### src/rtl/mouse_pkg.sv
// mouse_pkg: shared definitions for the PS/2 mouse host controller.
//   state_t   - master FSM state encoding (also exported on MASTER_STATE)
//   CMD_*     - command bytes sent to the mouse
//   RSP_*     - response bytes expected during bring-up
//   rsp_next  - next-state helper for states that wait on a response byte
package mouse_pkg;

  typedef enum logic [3:0] {
    INIT          = 4'd0,
    SEND_RST      = 4'd1,
    WAIT_SENT_RST = 4'd2,
    WAIT_ACK1     = 4'd3,
    WAIT_BAT      = 4'd4,
    WAIT_ID       = 4'd5,
    SEND_EN       = 4'd6,
    WAIT_SENT_EN  = 4'd7,
    WAIT_ACK2     = 4'd8,
    PKT0          = 4'd9,
    PKT1          = 4'd10,
    PKT2          = 4'd11,
    PUBLISH       = 4'd12
  } state_t;

  localparam int CNT_W = 32;

  localparam logic [7:0] CMD_RESET     = 8'hFF;
  localparam logic [7:0] CMD_ENABLE    = 8'hF4;
  localparam logic [7:0] RSP_ACK       = 8'hFA;
  localparam logic [7:0] RSP_BAT_OK    = 8'hAA;
  localparam logic [7:0] RSP_DEVICE_ID = 8'h00;

  // A received byte decides the outcome (advance on a clean match, else
  // restart); only with no byte this cycle can the timeout restart us.
  function automatic state_t rsp_next(input state_t cur, input state_t advance,
                                      input logic rx_valid, input logic rx_match,
                                      input logic timed_out);
    if (rx_valid) return rx_match ? advance : INIT;
    if (timed_out) return INIT;
    return cur;
  endfunction

endpackage

### src/rtl/mouse_timeout_counter.sv
// mouse_timeout_counter: saturating cycle counter used both for the
// power-up wait and for per-state timeouts.
//   clk, rst  - clock, asynchronous active-high reset
//   clear     - restart counting from zero (wins over enable)
//   enable    - count this cycle
//   limit     - number of cycles until expiry
//   expired   - high during the limit-th counted cycle and held thereafter
module mouse_timeout_counter
  import mouse_pkg::*;
#(
  parameter int WIDTH = CNT_W
) (
  input  logic             clk,
  input  logic             rst,
  input  logic             clear,
  input  logic             enable,
  input  logic [WIDTH-1:0] limit,
  output logic             expired
);

  logic [WIDTH-1:0] count_q;

  // Widened by one bit so limit == 0 expires immediately instead of
  // underflowing to "never".
  assign expired = ({1'b0, count_q} + (WIDTH+1)'(1)) >= {1'b0, limit};

  // NOTE: clocked state uses non-blocking assignments so every flop in the
  // design samples values from before the edge, independent of block order.
  always_ff @(posedge clk or posedge rst) begin
    if (rst)
      count_q <= '0;
    else if (clear)
      count_q <= '0;
    else if (enable && !expired)
      count_q <= count_q + WIDTH'(1);  // stops at expiry: saturates, never wraps
  end

endmodule

### src/rtl/mouse_master_sm.sv
// mouse_master_sm: PS/2 mouse host sequencer. Resets the mouse (0xFF),
// checks ACK / BAT / ID, enables streaming (0xF4), then assembles 3-byte
// movement packets and publishes each complete packet.
//   CLK, RESET            - clock, asynchronous active-high reset
//   SEND_BYTE/BYTE_TO_SEND- one-cycle command request to the transmitter
//   BYTE_SENT             - transmitter done pulse
//   READ_ENABLE           - receiver enable (low only in INIT)
//   BYTE_READ/BYTE_ERROR_CODE/BYTE_READY - received byte, error, strobe
//   MOUSE_STATUS/DX/DY    - last complete packet
//   SEND_INTERRUPT        - one-cycle pulse while a packet is published
//   MASTER_STATE          - current state, for debug
module mouse_master_sm
  import mouse_pkg::*;
#(
  parameter int INIT_WAIT = 500000,
  parameter int TIMEOUT   = 100000000
) (
  input  logic       CLK,
  input  logic       RESET,
  output logic       SEND_BYTE,
  output logic [7:0] BYTE_TO_SEND,
  input  logic       BYTE_SENT,
  output logic       READ_ENABLE,
  input  logic [7:0] BYTE_READ,
  input  logic [1:0] BYTE_ERROR_CODE,
  input  logic       BYTE_READY,
  output logic [7:0] MOUSE_STATUS,
  output logic [7:0] MOUSE_DX,
  output logic [7:0] MOUSE_DY,
  output logic       SEND_INTERRUPT,
  output logic [3:0] MASTER_STATE
);

  localparam logic [CNT_W-1:0] INIT_LIMIT    = CNT_W'(INIT_WAIT);
  localparam logic [CNT_W-1:0] TIMEOUT_LIMIT = CNT_W'(TIMEOUT);

  state_t     state_q, state_d;
  logic       expired, rx_ok;
  logic       ld_status, ld_dx, ld_dy;
  logic [7:0] shadow_status, shadow_dx, shadow_dy;

  assign rx_ok = BYTE_READY && (BYTE_ERROR_CODE == 2'b00);

  // One counter serves every state: it restarts on any state change, and
  // PKT0 never times out so it simply does not count there.
  mouse_timeout_counter #(.WIDTH(CNT_W)) u_timer (
    .clk     (CLK),
    .rst     (RESET),
    .clear   (state_d != state_q),
    .enable  (state_q != PKT0),
    .limit   ((state_q == INIT) ? INIT_LIMIT : TIMEOUT_LIMIT),
    .expired (expired)
  );

  always_ff @(posedge CLK or posedge RESET) begin
    if (RESET) state_q <= INIT;
    else       state_q <= state_d;
  end

  // NOTE: every signal driven here gets a default first, so no path can
  // leave one unassigned and infer a latch.
  always_comb begin
    state_d   = state_q;
    ld_status = 1'b0;
    ld_dx     = 1'b0;
    ld_dy     = 1'b0;
    unique case (state_q)
      INIT:          if (expired) state_d = SEND_RST;
      SEND_RST:      state_d = WAIT_SENT_RST;
      // BYTE_SENT is tested first so it beats a same-cycle timeout.
      WAIT_SENT_RST: if (BYTE_SENT) state_d = WAIT_ACK1;
                     else if (expired) state_d = INIT;
      WAIT_ACK1:     state_d = rsp_next(state_q, WAIT_BAT, BYTE_READY,
                                        rx_ok && BYTE_READ == RSP_ACK, expired);
      WAIT_BAT:      state_d = rsp_next(state_q, WAIT_ID, BYTE_READY,
                                        rx_ok && BYTE_READ == RSP_BAT_OK, expired);
      WAIT_ID:       state_d = rsp_next(state_q, SEND_EN, BYTE_READY,
                                        rx_ok && BYTE_READ == RSP_DEVICE_ID, expired);
      SEND_EN:       state_d = WAIT_SENT_EN;
      WAIT_SENT_EN:  if (BYTE_SENT) state_d = WAIT_ACK2;
                     else if (expired) state_d = INIT;
      WAIT_ACK2:     state_d = rsp_next(state_q, PKT0, BYTE_READY,
                                        rx_ok && BYTE_READ == RSP_ACK, expired);
      // Bit 3 is always set in a status byte; anything else is dropped to
      // resynchronise on packet boundaries.
      PKT0: if (rx_ok && BYTE_READ[3]) begin
              ld_status = 1'b1;
              state_d   = PKT1;
            end
      PKT1: if (BYTE_READY) begin
              ld_dx   = rx_ok;
              state_d = rx_ok ? PKT2 : PKT0;
            end else if (expired) state_d = PKT0;
      PKT2: if (BYTE_READY) begin
              ld_dy   = rx_ok;
              state_d = rx_ok ? PUBLISH : PKT0;
            end else if (expired) state_d = PKT0;
      PUBLISH:       state_d = PKT0;
      default:       state_d = INIT;
    endcase
  end

  // Shadows absorb partial packets; the visible registers load only on the
  // edge that ends PUBLISH, so an abandoned packet never reaches them.
  always_ff @(posedge CLK or posedge RESET) begin
    if (RESET) begin
      shadow_status <= '0;
      shadow_dx     <= '0;
      shadow_dy     <= '0;
      MOUSE_STATUS  <= '0;
      MOUSE_DX      <= '0;
      MOUSE_DY      <= '0;
    end else begin
      if (ld_status) shadow_status <= BYTE_READ;
      if (ld_dx)     shadow_dx     <= BYTE_READ;
      if (ld_dy)     shadow_dy     <= BYTE_READ;
      if (state_q == PUBLISH) begin
        MOUSE_STATUS <= shadow_status;
        MOUSE_DX     <= shadow_dx;
        MOUSE_DY     <= shadow_dy;
      end
    end
  end

  // Decoded straight from the state register: all zero while RESET holds INIT.
  assign SEND_BYTE      = (state_q == SEND_RST) || (state_q == SEND_EN);
  assign BYTE_TO_SEND   = (state_q == SEND_RST) ? CMD_RESET :
                          (state_q == SEND_EN)  ? CMD_ENABLE : 8'h00;
  assign READ_ENABLE    = (state_q != INIT);
  assign SEND_INTERRUPT = (state_q == PUBLISH);
  assign MASTER_STATE   = state_q;

endmodule

### config.mk
export PLATFORM = sky130hd
export DESIGN_NAME = mouse_master_sm
export DESIGN_NICKNAME = d
export VERILOG_FILES = /design/src/rtl/mouse_pkg.sv /design/src/rtl/mouse_timeout_counter.sv /design/src/rtl/mouse_master_sm.sv
export SDC_FILE = /design/constraint.sdc
export NUM_CORES = 1
export LEC_CHECK = 0
export CELL_PAD_IN_SITES_DETAIL_PLACEMENT = 1
export CELL_PAD_IN_SITES_GLOBAL_PLACEMENT = 1
export CORE_MARGIN = 2
export CORE_UTILIZATION = 33
export CTS_BUF_LIST = sky130_fd_sc_hd__clkbuf_4
export CTS_CLUSTER_DIAMETER = 120
export CTS_CLUSTER_SIZE = 24
export DETAILED_ROUTE_END_ITERATION = 12
export PLACE_DENSITY_LB_ADDON = 0.1
export SLEW_MARGIN = 20
export SYNTH_ARGS = -nofsm -noshare
export SYNTH_HDL_FRONTEND = slang
export SYNTH_SLANG_ARGS = --single-unit
### constraint.sdc
create_clock -name CLK -period 5 [get_ports CLK]
set_clock_uncertainty 0.2 [all_clocks]
set_input_delay 1 -clock CLK [delete_from_list [all_inputs] [get_ports CLK]]
set_output_delay 1 -clock CLK [all_outputs]
set_load 0.005 [all_outputs]
After elaboration in Yosys (flattened, before gate mapping) --
Index checks and enable logic that the tools add are counted.
Word-level totals: word-level logic and storage cells 95, register bits 84
Cells by class: multiplexer cells 55, order comparisons 1, add/subtract/negate cells 2, equality and inequality tests 16, reduce and logical (&&, ||, !) cells 13
Operator list (number):
- $mux W4 | 25
- $mux W32 | 2
- $pmux W4 S13 | 1
- $add A32 B1 Y33 const B | 1
- $ge A33 B27 Y1 | 1
- $add A32 B1 Y32 const B | 1
- $mux W27 | 1
- $eq A4 B4 Y1 const B | 5
- $mux W1 | 19
- $eq A4 B3 Y1 const B | 4
- $eq A8 B8 Y1 const B | 2
- $mux W8 | 2
- $mux W3 | 4
- $eq A4 B2 Y1 const B | 2
- $logic_not A8 Y1 | 1
- $logic_and A1 B1 Y1 | 6
- $eq A4 B1 Y1 const B | 1
- $logic_not A4 Y1 | 1
- $ne A4 B4 Y1 | 1
- $ne A4 B4 Y1 const B | 1
- $reduce_bool A4 Y1 | 1
- $logic_not A2 Y1 | 1
- $mux W2 | 1
- $reduce_bool A2 Y1 | 1
- 2 further kinds | 2

Logic depth before layout (Yosys ltp) --
word-level depth 11, gate-level depth with buffers 19

Modules after synthesis --
A second synthesis with hierarchy kept.
Second synthesis, totals: cell total of the unflattened synthesis 566, area, all modules 5386.4 sq um
Modules (own cells, without submodules):
- mouse_timeout_counter | sequential area each 800.8 sq um, cells each 358, area each 2899.0 sq um, instances 1
- mouse_master_sm | sequential area each 1301.2 sq um, cells each 208, area each 2487.4 sq um, instances 1

Least setup slack after synthesis --
Ideal clock, no wire load.
path kind reg-to-reg, start point register u_timer.count_q[4], end point register u_timer.count_q[8], period minus slack after synthesis 4412 ps, cell stages (with the launch flop) 20, required time 4706 ps, setup slack 588 ps, data arrival time 4119 ps, library setup time 94 ps, cells stage by stage dfrtp_1 -> buf_2 -> and3_1 -> buf_2 -> nand4_1 -> nor3_1 -> and3_1 -> and3_1 -> xor2_1 -> ha_1 -> nand4_1 -> or3_1 -> a211o_1 -> a22oi_1 -> o2111ai_1 -> nand3_1 -> a21o_1 -> mux2_4 -> buf_4 -> a211oi_1
On the way: longest elaborated chain between the ends 10, elaborated cells between the ends (all ways) 38, classes of those cells 2 x add/sub; 1 x order compare; 1 x eq/ne; 31 x mux; 3 x reduce/logical
Ends and longest elaborated chain:
- from (decl) | line mouse_timeout_counter.sv:21 | logic [WIDTH-1:0] count_q;
- from (signal assigned) | line mouse_timeout_counter.sv:35 | count_q <= count_q + WIDTH'(1);
- $add A32 B1 Y33 | line mouse_timeout_counter.sv:25 | assign expired = ({1'b0, count_q} + (WIDTH+1)'(1)) >= {1'b0, limit};
- $ge A33 B27 Y1 | line mouse_timeout_counter.sv:25
- $mux W1 (2 in a row) | line mouse_pkg.sv:38 | if (timed_out) return INIT;
- $mux W1 | line mouse_master_sm.sv:67 | unique case (state_q)
- $mux W4 | line mouse_pkg.sv:39 | return cur;
- $mux W4 | line mouse_pkg.sv:38
- $pmux W4 S13 | line mouse_master_sm.sv:67
- $ne A4 B4 Y1 | line mouse_master_sm.sv:49 | .clear (state_d != state_q),
- $mux W32 / $reduce_bool A2 Y1 (equally long branches)
Parallel ways exist; a longest one is shown, timed or not. The select of a mux whose other input is x is not followed. A chain may end at the register's enable or synchronous reset.

Worst setup path after layout --
start point register u_timer.count_q[1], end point register u_timer.count_q[3]
Same word-level chain as after synthesis.

==> results by group <==
Logic synthesis
  – FFs w/ async S/R, synth: 100%
  – Distinct cells, synth: 64
  – Synth Cell Area: 0.00529 mm²
  – Sequential fraction of the synthesis area: 39.7%
  – Synth cell count leaders: dfrtp_1 (84), mux2_2 (48), nand2_1 (40)
  – Post-synthesis sequential element count: 84
  – Ranking of synthesized cells by area: dfrtp_1 (40%), mux2_2 (10%), a211oi_2 (3.3%)
  – Post-synth EDFFs: 0
  – Most common cell in the synthesized netlist: dfrtp_1
  – Synth Instances: 542
  – Synth warnings: 0
  – Avg Cell Area, Syn: 9.76 µm²
  – Cell taking the most area after synthesis: dfrtp_1
  – Yosys top cell area share: 39.7%
  – Mapped Nets: 567
  – Post-synth top flop: dfrtp_1

Floorplanning
  – # rows: between 40 and 50
  – Starting Density: about a third
  – Core box area: 0.0158 mm²
  – Die area: 0.0171 mm²
  – IO Pins: 53
  – DIE WIDTH: about 130 µm
  – Die H: around 130 µm

CTS
  – CTS sink cnt: 84
  – Max Root-Sink Buffers: 2
  – Clock root buffer: clkbuf_4
  – CTS HTree Levels: 3
  – Worst-path clk slew: 0.18 ns
  – # hold bufs at CTS: 0
  – CTS tree: done
  – Skew-Pair Late Insertion Delay: 0.49 ns
  – Number of buffers created by CTS: 9

Hold path
  – WHS Endpoint: shadow_status[3]$_DFFE_PP0P_
  – Hold Path Class: flop to flop
  – WHS Path Cells: 1
  – Hold Path Origin: shadow_status[3]$_DFFE_PP0P_

Timing
  – Final Cycle Share: between 90 and 100%
  – Fmax: 0.215 GHz
  – Slew headroom: 44.1%
  – Hold Vio Cnt, Final: 0
  – Setup TNS Final: 0 ns
  – Final setup viols: 0
  – RSZ-0062 raised after global routing: no
  – Post-layout min period: 4.66 ns
  – Max-slew violations: 0
  – Worst Tran Pin Value: roughly 0.84 ns

Route
  – Remaining antenna violation count: 0
  – DR vias/cell: 5.52
  – TritonRoute pass-1 iters: 5
  – Total number of vias: around 4500
  – Total Wirelength: approximately 16000 µm
  – WL/cell: between 15 and 20 µm
  – # DRC: 0
  – DRT iter0 DRCs: 189

Critical path
  – Crit path DAT: around 5 ns
  – Startpoint type of the worst setup path: flop
  – CP dominant cell by count: buf_4
  – CP peak stage delay: 0.53 ns
  – Required @ worst endpoint: 5.20 ns
  – Critical Path Fanout Max: 10
  – Buf+Inv Stages, Crit Path: 4
  – CP cell instances: ha_1, nand4_1, buf_4, buf_4, nor3_1, buf_4, and3_1, and3_1, xor2_1, ha_1, nor3b_1, mux2_2, o311ai_0, o2111ai_1, nand3_1, a21o_4, buf_4, or4_1, a211oi_2
  – Slowest library cell on the worst path: or4_1
  – Worst R2R End: u_timer.count_q[3]$_DFFE_PP0P_
  – Top Family by Delay on Critical Path: simple AND/OR/NAND/NOR gates
  – CP Class: flop to flop
  – Reg2reg path depth: 19
  – FF-to-FF Start: u_timer.count_q[1]$_DFFE_PP0P_
  – Crit end category: flop
  – Setup slack, reg-to-reg: 0.34 ns

Cells and area
  – FILL cells: 1815
  – Nets: ~620
  – Area growth from synthesis to layout: 19.4%
  – Design Area, Final: around 0.0063 mm²
  – Fraction of layout instances using a drive strength above 1: 21.7%
  – Core Util, Final: between 40% and 50%

Power and ir drop
  – Pleak: 2.66 nW
  – Power Density: 355 mW/mm²
  – Clock power share: 18.6%
  – Internal power: 1.27 mW
  – Combinational Power Share: 44.8%
  – Total power: 2.24 mW
  – Flop pwr share: 36.6%
  – P_sw: 973 µW
  – Maximum VDD drop: roughly 0.24 mV
  – Net Sw Frac: 43.4%

Outcome
  – Status: complete, no violations

Place
  – Routability Congestion: 0.872
  – Area after DPL: 0.00611 mm²
  – Port bufs: 52
  – Post-DP HPWL: 11300 µm

Global routing
  – Initial antenna violation count: 1
  – Global-route wire length before repair: 25700 µm
  – Vias in the first global route: 4666
  – Gr usage total: 19.6%
  – Largest net degree at the start of global routing: 38
  – GRT overflow: 0

Flow run
  – Max capacitance violation total: 0
cells in the final DEF (no fill, tap or decap), types with 11 or more instances in the layout:
| master | n |
|---|---|
| dfrtp_1 | 82 |
| clkdlybuf4s50_1 | 52 |
| mux2_2 | 48 |
| nand2_1 | 40 |
| buf_4 | 30 |
| nand3_1 | 24 |
| nor2_1 | 24 |
| o21ai_0 | 22 |
| xnor2_1 | 20 |
| nor3_1 | 20 |
| nand4_1 | 16 |
| a21oi_1 | 14 |
| a211oi_2 | 14 |
| a211oi_1 | 12 |
| and3_1 | 11 |
| or3_1 | 11 |
| ha_1 | 11 |
logic make-up (layout without fill, tap and decap cells):
group                    count (synthesis)  after routing  synth area share (%)
buffers and inverters                   56            111                  5.11
flip-flops                              84             84                  39.7
XOR/XNOR                                29             29                  4.80
AO/OA/AOI/OAI                          105            105                  14.9
adder cells (fa/ha/maj)                 11             11                  2.60
AND/OR/NAND/NOR                        204            204                  21.6
other                                    0              1                     0
multiplexers                            53             54                  11.3
worst register-to-register path, stage by stage, from the launching register on:
cell       delay (ns)
dfrtp_1          0.47
ha_1             0.30
nand4_1          0.11
buf_4            0.18
buf_4            0.14
nor3_1           0.13
buf_4            0.16
and3_1           0.20
and3_1           0.22
xor2_1           0.08
ha_1             0.22
nor3b_1          0.24
mux2_2           0.20
o311ai_0         0.19
o2111ai_1        0.24
nand3_1          0.13
a21o_4           0.25
buf_4            0.18
or4_1            0.53
a211oi_2         0.22
layer usage:
metal | global-route usage (%) | up-vias | routed length, µm
li1 | - | 2115 | -
met1 | 26.1 | 2271 | 7380
met2 | 32.2 | 91 | 7770
met3 | 4.15 | 22 | 625
met4 | 6.01 | 0 | 269
met5 | 0 | - | 0
registers in the layout, indices dropped and copies added, names as in the netlist:
| signal | count |
|---|---|
| u_timer.count_q | 32 |
| MOUSE_DX | 8 |
| MOUSE_DY | 8 |
| MOUSE_STATUS | 8 |
| shadow_dx | 8 |
| shadow_dy | 8 |
| shadow_status | 8 |
| MASTER_STATE | 4 |
worst max-delay path by stage:
stage | start | end | slack (ns) | cells past startpoint
2_1_floorplan | u_timer.count_q[4]$_DFFE_PP0P_ | u_timer.count_q[8]$_DFFE_PP0P_ | 0.59 | 19
3_3_place_gp | u_timer.count_q[0]$_DFFE_PP0P_ | u_timer.count_q[27]$_DFFE_PP0P_ | 0.31 | 16
3_5_place_dp | u_timer.count_q[0]$_DFFE_PP0P_ | u_timer.count_q[27]$_DFFE_PP0P_ | 0.1 | 16
4_1_cts | u_timer.count_q[0]$_DFFE_PP0P_ | u_timer.count_q[27]$_DFFE_PP0P_ | 0.03 | 16
5_1_grt | u_timer.count_q[10]$_DFFE_PP0P_ | u_timer.count_q[27]$_DFFE_PP0P_ | 0.05 | 17
6_report | u_timer.count_q[1]$_DFFE_PP0P_ | u_timer.count_q[3]$_DFFE_PP0P_ | 0.34 | 19
timing repair:
item,in CTS,in global routing
setup endpoints to repair,0,33
gates resized for setup,0,6
buffers inserted,0,2
through the flow:
step / worst slack [ns] / std cells / hold slack, ns
floorplan: 0.588 / 542 / 0.228
global placement: 0.312 / 795 / 0.246
detailed placement: 0.0987 / 795 / 0.256
CTS: 0.0286 / 811 / 0.295
global route: 0.0525 / 815 / 0.329
finish: 0.341 / 815 / 0.290
power groups by stage:
stage	sequential (mW)	clock (mW)	combinational [mW]
detailed placement	0.835	0	0.982
CTS	0.820	0.444	0.988
finish	0.821	0.417	1.01
floorplan	0.821	0	0.650
global route	0.835	0.466	1.11
global placement	0.827	0	0.960
final cells by class:
cell class | instances | area [µm²] | share of cell area, %
Antenna cell | 1 | 2.50 | 0.0396
Clock buffer | 9 | 67.6 | 1.07
Clock inverter | 7 | 76.3 | 1.21
Inverter | 11 | 42.5 | 0.673
Multi-Input combinational cell | 403 | 2970 | 47.0
Sequential cell | 84 | 2100 | 33.3
Tap cell | 216 | 270 | 4.28
Timing Repair Buffer | 84 | 786 | 12.4
No activity file was read; power rests on OpenSTA's default activity.
